<file path="config.mk">
export PLATFORM = sky130hd
export DESIGN_NAME = bp_train_queue_flat
export DESIGN_NICKNAME = d
export VERILOG_FILES = /design/src/rtl/bp_train_queue_pkg.sv /design/src/rtl/bp_train_queue_if.sv /design/src/rtl/bp_train_queue.sv /design/src/flat_wrapper.sv
export SDC_FILE = /design/constraint.sdc
export NUM_CORES = 1
export LEC_CHECK = 0
export BUFFER_PORTS_ARGS = -buffer_cell sky130_fd_sc_hd__buf_2
export CAP_MARGIN = 10
export CORE_ASPECT_RATIO = 2
export CORE_MARGIN = 1
export CORE_UTILIZATION = 59
export CTS_CLUSTER_SIZE = 28
export DETAILED_ROUTE_END_ITERATION = 10
export PLACE_DENSITY = 0.87
export SLEW_MARGIN = 20
export SYNTH_ARGS = -nofsm -noshare
export SYNTH_HDL_FRONTEND = slang
export SYNTH_SLANG_ARGS = --single-unit
</file>
<file path="constraint.sdc">
create_clock -name clk -period 7.2 [get_ports clk]
set_input_delay 1.8 -clock clk [delete_from_list [all_inputs] [get_ports clk]]
set_output_delay 1.8 -clock clk [all_outputs]
set_load 0.05 [all_outputs]
</file>
<file path="src/rtl/bp_train_queue_pkg.sv">
// bp_pkg: shared widths, in-flight branch entry type and confidence helper
package bp_pkg;
  localparam int PC_W  = 12;
  localparam int H     = 12;
  localparam int SUM_W = 16;
  localparam int THETA = 37;
  typedef struct packed {
    logic [PC_W-1:0]         pc;
    logic                    pred;
    logic signed [SUM_W-1:0] sum;
    logic [H-1:0]            ghr;
  } bp_entry_t;
  function automatic logic bp_abs_gt(logic signed [SUM_W-1:0] sum, int theta);
    int a;
    a = int'(sum);
    return ((a < 0) ? -a : a) > theta;
  endfunction
endpackage

</file>
<file path="src/rtl/bp_train_queue_if.sv">
// bp_train_queue_if: fetch push, execute resolve and training bundle
interface bp_train_queue_if import bp_pkg::*; #(
  parameter int DEPTH = 4
);
  logic                         push_valid;
  logic                         push_ready;
  logic [PC_W-1:0]              push_pc;
  logic                         push_pred;
  logic signed [SUM_W-1:0]      push_sum;
  logic                         resolve_valid;
  logic                         resolve_taken;
  logic [PC_W-1:0]              resolve_pc;
  logic                         flush;
  logic [H-1:0]                 spec_ghr;
  logic                         train_valid;
  logic [PC_W-1:0]              train_pc;
  logic [H-1:0]                 train_ghr;
  logic                         train_taken;
  logic                         mispredict;
  logic [$clog2(DEPTH+1)-1:0]   count;
  logic                         err_sticky;
  modport master (
    output push_valid, push_pc, push_pred, push_sum, resolve_valid, resolve_taken, resolve_pc, flush,
    input  push_ready, spec_ghr, train_valid, train_pc, train_ghr, train_taken, mispredict, count, err_sticky
  );
  modport slave (
    input  push_valid, push_pc, push_pred, push_sum, resolve_valid, resolve_taken, resolve_pc, flush,
    output push_ready, spec_ghr, train_valid, train_pc, train_ghr, train_taken, mispredict, count, err_sticky
  );
endinterface

</file>
<file path="src/rtl/bp_train_queue.sv">
// bp_train_queue: in-flight branch queue feeding perceptron training and GHR repair
module bp_train_queue import bp_pkg::*; #(
  parameter int DEPTH = 4,
  parameter int THR   = THETA
) (
  input logic              clk,
  input logic              rst,
  bp_train_queue_if.slave  bus
);
  localparam int AW = $clog2(DEPTH);
  localparam int CW = $clog2(DEPTH+1);
  bp_entry_t     r_mem [DEPTH];
  logic [AW-1:0] r_head, r_tail;
  logic [CW-1:0] r_count;
  logic [H-1:0]  r_spec_ghr, r_arch_ghr, r_train_ghr;
  logic [PC_W-1:0] r_train_pc;
  logic          r_train_valid, r_train_taken, r_mis, r_err;
  bp_entry_t     w_head;
  logic          w_push, w_res, w_mis, w_train, w_clear, w_wr;
  assign w_head  = r_mem[r_head];
  assign w_push  = bus.push_valid && bus.push_ready;
  assign w_res   = bus.resolve_valid && (r_count != '0);
  assign w_mis   = w_res && (w_head.pred != bus.resolve_taken);
  assign w_train = w_res && (w_mis || !bp_abs_gt(w_head.sum, THR));
  assign w_clear = bus.flush || w_mis;
  assign w_wr    = w_push && !w_clear;
  assign bus.push_ready  = r_count != CW'(DEPTH);
  assign bus.spec_ghr    = r_spec_ghr;
  assign bus.train_valid = r_train_valid;
  assign bus.train_pc    = r_train_pc;
  assign bus.train_ghr   = r_train_ghr;
  assign bus.train_taken = r_train_taken;
  assign bus.mispredict  = r_mis;
  assign bus.count       = r_count;
  assign bus.err_sticky  = r_err;
  // entry storage; validity is tracked by pointers and count alone
  always_ff @(posedge clk)
    if (w_wr) r_mem[r_tail] <= '{pc: bus.push_pc, pred: bus.push_pred, sum: bus.push_sum, ghr: r_spec_ghr};
  // pointers, occupancy and speculative history with flush > mispredict > push/pop
  always_ff @(posedge clk or negedge rst)
    if (!rst) begin
      r_head     <= '0;
      r_tail     <= '0;
      r_count    <= '0;
      r_spec_ghr <= '0;
    end else if (w_clear) begin
      r_head     <= '0;
      r_tail     <= '0;
      r_count    <= '0;
      r_spec_ghr <= bus.flush ? r_arch_ghr : {w_head.ghr[H-2:0], bus.resolve_taken};
    end else begin
      r_head     <= r_head + AW'(w_res);
      r_tail     <= r_tail + AW'(w_wr);
      r_count    <= r_count + CW'(w_wr) - CW'(w_res);
      r_spec_ghr <= w_wr ? {r_spec_ghr[H-2:0], bus.push_pred} : r_spec_ghr;
    end
  // committed history, one-cycle training pulse and sticky protocol error
  always_ff @(posedge clk or negedge rst)
    if (!rst) begin
      r_arch_ghr    <= '0;
      r_train_valid <= 1'b0;
      r_train_pc    <= '0;
      r_train_ghr   <= '0;
      r_train_taken <= 1'b0;
      r_mis         <= 1'b0;
      r_err         <= 1'b0;
    end else begin
      r_arch_ghr    <= w_res ? {r_arch_ghr[H-2:0], bus.resolve_taken} : r_arch_ghr;
      r_train_valid <= w_train;
      r_train_pc    <= w_train ? w_head.pc : '0;
      r_train_ghr   <= w_train ? w_head.ghr : '0;
      r_train_taken <= w_train && bus.resolve_taken;
      r_mis         <= w_mis;
      r_err         <= r_err || (bus.resolve_valid && (!w_res || (bus.resolve_pc != w_head.pc)));
    end
endmodule

</file>
<file path="src/flat_wrapper.sv">
// flat-port wrapper written by rule: the top's interface ports become plain ports
module bp_train_queue_flat import bp_pkg::*;
#(
  parameter int DEPTH = 4,
  parameter int THR   = THETA
)
  (clk, rst, bus_push_valid, bus_push_pc, bus_push_pred, bus_push_sum, bus_resolve_valid, bus_resolve_taken, bus_resolve_pc, bus_flush, bus_push_ready, bus_spec_ghr, bus_train_valid, bus_train_pc, bus_train_ghr, bus_train_taken, bus_mispredict, bus_count, bus_err_sticky);
  bp_train_queue_if #(.DEPTH(DEPTH)) bus_i ();
  input logic clk;
  input logic rst;
  input wire logic [$bits(bus_i.push_valid)-1:0] bus_push_valid;
  input wire logic [$bits(bus_i.push_pc)-1:0] bus_push_pc;
  input wire logic [$bits(bus_i.push_pred)-1:0] bus_push_pred;
  input wire logic [$bits(bus_i.push_sum)-1:0] bus_push_sum;
  input wire logic [$bits(bus_i.resolve_valid)-1:0] bus_resolve_valid;
  input wire logic [$bits(bus_i.resolve_taken)-1:0] bus_resolve_taken;
  input wire logic [$bits(bus_i.resolve_pc)-1:0] bus_resolve_pc;
  input wire logic [$bits(bus_i.flush)-1:0] bus_flush;
  output wire logic [$bits(bus_i.push_ready)-1:0] bus_push_ready;
  output wire logic [$bits(bus_i.spec_ghr)-1:0] bus_spec_ghr;
  output wire logic [$bits(bus_i.train_valid)-1:0] bus_train_valid;
  output wire logic [$bits(bus_i.train_pc)-1:0] bus_train_pc;
  output wire logic [$bits(bus_i.train_ghr)-1:0] bus_train_ghr;
  output wire logic [$bits(bus_i.train_taken)-1:0] bus_train_taken;
  output wire logic [$bits(bus_i.mispredict)-1:0] bus_mispredict;
  output wire logic [$bits(bus_i.count)-1:0] bus_count;
  output wire logic [$bits(bus_i.err_sticky)-1:0] bus_err_sticky;
  assign bus_i.push_valid = bus_push_valid;
  assign bus_i.push_pc = bus_push_pc;
  assign bus_i.push_pred = bus_push_pred;
  assign bus_i.push_sum = bus_push_sum;
  assign bus_i.resolve_valid = bus_resolve_valid;
  assign bus_i.resolve_taken = bus_resolve_taken;
  assign bus_i.resolve_pc = bus_resolve_pc;
  assign bus_i.flush = bus_flush;
  assign bus_push_ready = bus_i.push_ready;
  assign bus_spec_ghr = bus_i.spec_ghr;
  assign bus_train_valid = bus_i.train_valid;
  assign bus_train_pc = bus_i.train_pc;
  assign bus_train_ghr = bus_i.train_ghr;
  assign bus_train_taken = bus_i.train_taken;
  assign bus_mispredict = bus_i.mispredict;
  assign bus_count = bus_i.count;
  assign bus_err_sticky = bus_i.err_sticky;
  bp_train_queue #(.DEPTH(DEPTH), .THR(THR)) u_core (.clk(clk), .rst(rst), .bus(bus_i));
endmodule
</file>
* Yosys cells after proc, flatten, opt, wreduce, memory -nomap -nowiden
Memories as Yosys holds them, arrays and structs flattened.
Index checks and enable logic that the tools add are counted.
** Storage, ports and cells
- Output and inout bits :: 44
- Word-level logic and storage cells :: 49
- Memory bits (writable) :: 164
- Input port bits :: 47
- Register bits after elaboration :: 59
- Memories :: 1
** Cells by class
- Add/sub/neg operators :: 5
- Magnitude comparators :: 2
- Muxes and demuxes :: 11
- Reductions and logical operators :: 16
- Equal/unequal tests :: 3
** Memories
- u_core.r_mem :: words 4, width 41, read ports 1, clocked after Yosys merged registers in 0, write ports 1, line bp_train_queue.sv:12 : bp_entry_t r_mem [DEPTH];
** Operators with widths (number)
- $mux W12 :: 5
- $gt A32 B7 Y1 const B :: 1
- $mux W32 :: 1
- $neg A16 Y32 :: 1
- $lt A16 B1 Y1 const B :: 1
- $ne A12 B12 Y1 :: 1
- $logic_and A1 B1 Y1 :: 7
- $add A2 B1 Y2 :: 2
- $logic_or A1 B1 Y1 :: 4
- $mux W2 :: 2
- $add A3 B1 Y3 :: 1
- $logic_not A1 Y1 :: 3
- $mux W3 :: 1
- $ne A3 B3 Y1 const B :: 1
- $reduce_bool A3 Y1 :: 1
- $sub A3 B1 Y3 :: 1
- $mux W1 :: 2
- $reduce_bool A2 Y1 :: 1
- $ne A1 B1 Y1 :: 1

* Depth between registers and ports, before layout
- Depth in word-level cells :: 9
- Depth in mapped cells :: 13
- Depth with buffers taken out :: 10

* Worst setup path after synthesis
Ideal clock, no wire load.
- Path kind :: input -> register
- Start point :: input bus_resolve_valid
- End point :: memory u_core.r_mem[0][0] (netlist name) (enable)
- Library setup time :: 0.542 ns
- Slack :: 0.209 ns
- Cell stages on the path :: 4
- Buffers on the path :: 0
- Arrival :: 6.449 ns
- Cell sequence :: o31ai_1 nor2_2 or2_2 nor4_1
** Between the ends
- Longest elaborated chain between the ends :: 7
** Ends and longest elaborated chain
- start, declared :: line flat_wrapper.sv:15 : input wire logic [$bits(bus_i.resolve_valid)-1:0] bus_resolve_valid;
- $logic_and A1 B1 Y1 :: line bp_train_queue.sv:22 : assign w_res = bus.resolve_valid && (r_count != '0);
- $logic_and A1 B1 Y1 :: line bp_train_queue.sv:23 : assign w_mis = w_res && (w_head.pred != bus.resolve_taken);
- $logic_or A1 B1 Y1 :: line bp_train_queue.sv:25 : assign w_clear = bus.flush || w_mis;
- $logic_not A1 Y1 :: line bp_train_queue.sv:26 : assign w_wr = w_push && !w_clear;
- $logic_and A1 B1 Y1 :: line bp_train_queue.sv:26
- $mux W1 :: line bp_train_queue.sv:38 : if (w_wr) r_mem[r_tail] <= '{pc: bus.push_pc, pred: bus.push_pred, sum: bus.push_sum, ghr: r_spec_ghr};
- $mux W1 (implied by the code) :: line bp_train_queue.sv:38
- end, declared :: line bp_train_queue.sv:12
Every way passes these cells.

* Final worst setup path
- Start point :: register u_core.r_head[0]
- End point :: memory u_core.r_mem[2][39] (netlist name) (enable)
** Between the ends
- Longest elaborated chain between the ends :: 8
** Ends and longest elaborated chain
- start, declared :: line bp_train_queue.sv:13 : logic [AW-1:0] r_head, r_tail;
- start signal, assigned :: line bp_train_queue.sv:52 : r_head <= r_head + AW'(w_res);
- $mem_v2 Z4 W41
- $ne A1 B1 Y1 :: line bp_train_queue.sv:23
- $logic_and A1 B1 Y1 :: line bp_train_queue.sv:23
- $logic_or A1 B1 Y1 :: line bp_train_queue.sv:25
- $logic_not A1 Y1 :: line bp_train_queue.sv:26
- $logic_and A1 B1 Y1 :: line bp_train_queue.sv:26
- $mux W1 :: line bp_train_queue.sv:38
- $mux W1 (implied by the code) :: line bp_train_queue.sv:38
Every way passes these cells.

==> flow_summary.toml <==
[setup_path]
cp_num_buf_inv = 1
required_ps = 7350
crit_type = "register to register"
cp-endpoint = "u_core.r_mem[2][39]$_DFFE_PP_"
slowest_delay_ps = 1030
r2r_cells = 8
r2r_start = "u_core.r_head[0]$_DFF_PN0_"
worstPathMaxFanout = 34
startpoint = "u_core.r_head[0]$_DFF_PN0_"
start_kind = "register"
crit_chain = "mux4_2 > xnor2_1 > nor2_4 > or2_2 > nor2_1 > nand2_1 > nor2_4 > buf_4"
r2r_slack_ps = 2860
cp.arrival_ps = 4490
cp_slowest_cell = "dfrtp_2"
end_kind = "register"
reg2reg_to = "u_core.r_mem[2][39]$_DFFE_PP_"
path_delay_family = "simple AND/OR/NAND/NOR gates"
crit_cells = 8
crit_top_cell = "nor2_4"

[job]
maxCapViolations = 0

[floorplan]
dieArea_sq_mm = 0.0160
coreArea_sq_mm = 0.0150
fp.dieH_um = 178
die_w_um = 89.8
boundaryPins = 91
initial_core_util_pct = 60.8
num_rows = 63

[logic_synthesis]
syn_area_sq_mm = 0.00911
synth_top_area_share_pct = 54.1
ys_ff_latch = 223
seq_area_frac_synth_pct = 70.3
ys_types = 51
synth.avg_cell_area_sq_um = 16.6
synth_warnings = 0
synth_top_area_cell = "edfxtp_1"
synth-edff-count = 164
syn-instance-count = 550
synthArstFlopShare_pct = 26.5
synth_nets = 603
synth_ff_type = "edfxtp_1"
synth_area_leaders = "edfxtp_1 54%, dfrtp_1 16%, mux4_2 9.2%"

[power]
p_per_area_mw_per_mm2 = 359
ir_worst_vdd_mv = 0.267
leakage_uw = 0.00386

[drt]
drt_wl_total_um = 17800
dr_total_vias = 5190
vias_per_cell = 6.08
route.detailed.drc = 0
drtAntennaViolNets = 0
firstDrtPassIters = 6
wl_per_cell_um = 20.9
first_iter_violations = 368

[sta]
hold_viol_final = 0
worstMarginPinSlew_ps = 1090
skew_ps = 12.5
post-route-min-period_ps = 4340
drv_slew = 0
maxSlewHeadroom_pct = 27.4
post-route-period-util_pct = 60.2
rsz0062_at_grt = "no"
max_freq_ghz = 0.231
setup_violations = 0
setup_tns_ps = 0

[grt]
grt-ovfl-total = 0
antenna_found_initial = 2
gr-usage-all-layers_pct = 23.5
grtUsageMet1_pct = 24.8
use_met3_pct = 3.56
grt_util_met2_pct = 43.5
grt_max_degree = 60
grt_pass1_vias = 5529
grt_pass1_wl_um = 28300
grt-busiest-layer = "met2"

[clock_network]
cts.sinks = 223
hold_buffers = 0
post_cts_buffers = 0
tritoncts = "yes"
ctsResizeCount = 0
htreeDepth = 1
cts-root-buf = "clkbuf_16"
cts_buffer_depth = 3
cts_buffers = 18
path_clk_slew_ps = 70
clock_latency_ps = 490

[worst_hold_path]
hp-class = "register to register"

[final_layout]
drive_gt1_share_pct = 29.7
final_core_util_pct = 69.0
syn2layout_area_growth_pct = 13.5
finalNetCount = 697
final_cell_mix = "164 x edfxtp_1, 90 x buf_2, 63 x nand2_1, 57 x dfrtp_1, 37 x mux4_2"
n_fill_cell = 996
final_common_cell = "edfxtp_1"

[placed_design]
port_buffers = 90
dp_hpwl_um = 11800
place_congestion = 0.855

[status]
status = "finished clean"
==> kinds of logic after synthesis <==
group                    count (synthesis)  synth area share (%)
buffers and inverters                   32                  1.68
XOR/XNOR                                21                  2.02
flip-flops                             223                  70.3
AO/OA/AOI/OAI                           65                  4.67
AND/OR/NAND/NOR                        156                  9.26
adder cells (fa/ha/maj)                  6                 0.907
multiplexers                            47                  11.2
==> synth_stat cells, types with 3 or more instances <==
cell type,count
a211oi_1,3
a21oi_1,27
a31oi_1,4
and2_1,4
and2b_1,6
and3_1,5
buf_2,5
buf_6,3
clkbuf_1,12
dfrtp_1,59
edfxtp_1,164
ha_1,5
inv_1,9
mux2i_1,3
mux4_1,5
mux4_2,37
nand2_1,63
nand3_1,15
nand4_1,4
nor2_1,16
nor2b_2,19
nor3_1,4
nor4_1,4
o21ai_0,13
o31ai_1,3
or2_2,3
xnor2_1,15
xor2_1,6
==> metrics by stage <==
step           cell area, sq um  power [uW]  setup slack (ps)  cells  hold WS (ps)
2_1_floorplan              9110        2510               209    550           446
3_3_place_gp               9760        2730              2800    819           451
3_5_place_dp               9760        2780              2660    819           465
4_1_cts                   10300        3720              2850    851           487
5_1_grt                   10300        3860              2550    853           499
6_report                  10300        3710              2860    853           487
==> registers in the layout, summed over array words and instances, names as in the netlist <==
register                count
u_core.bus.mispredict       1
u_core.r_arch_ghr          12
u_core.bus.train_valid      1
u_core.bus.err_sticky       1
u_core.bus.train_ghr       12
u_core.r_tail               2
u_core.bus.count            3
u_core.bus.train_taken      1
u_core.bus.spec_ghr        12
u_core.r_head               2
u_core.r_mem              164
u_core.bus.train_pc        12
==> how the worst min path moves through the flow <==
stage,endpoint,startpoint,depth (start not counted)
2_1_floorplan,u_core.r_arch_ghr[11]$_DFFE_PN0P_,u_core.r_arch_ghr[11]$_DFFE_PN0P_,2
3_3_place_gp,u_core.bus.err_sticky$_DFF_PN0_,u_core.bus.err_sticky$_DFF_PN0_,1
3_5_place_dp,u_core.bus.err_sticky$_DFF_PN0_,u_core.bus.err_sticky$_DFF_PN0_,1
4_1_cts,u_core.bus.err_sticky$_DFF_PN0_,u_core.bus.err_sticky$_DFF_PN0_,1
5_1_grt,u_core.bus.err_sticky$_DFF_PN0_,u_core.bus.err_sticky$_DFF_PN0_,1
6_report,u_core.bus.err_sticky$_DFF_PN0_,u_core.bus.err_sticky$_DFF_PN0_,1
==> worst reg2reg max path, cell delays in order, from the launching register on <==
cell and delay, ps:
dfrtp_2 1030, mux4_2 620, xnor2_1 300, nor2_4 210
or2_2 370, nor2_1 270, nand2_1 170, nor2_4 610
buf_4 430
==> routing by layer <==
metal,share of wire [%],vias to the layer above
met5,0,-
met4,5.3,0
met3,5.2,74
met2,55,227
met1,35,2604
li1,-,2285
==> power breakdown <==
| group | internal [uW] | switching (uW) |
|---|---|---|
| clock | 518 | 419 |
| combinational | 390 | 666 |
| sequential | 1560 | 155 |
| total | 2470 | 1240 |
==> final cells by class <==
| cell class | count | area (sq um) | area share [%] |
|---|---|---|---|
| Antenna cell | 2 | 5.00 | 0.0484 |
| Clock buffer | 27 | 537 | 5.19 |
| Clock inverter | 5 | 22.5 | 0.218 |
| Inverter | 9 | 33.8 | 0.327 |
| Multi-Input combinational cell | 295 | 2580 | 25.0 |
| Sequential cell | 223 | 6400 | 62.0 |
| Tap cell | 195 | 244 | 2.36 |
| Timing Repair Buffer | 97 | 503 | 4.87 |
No activity file was read; power rests on OpenSTA's default activity.
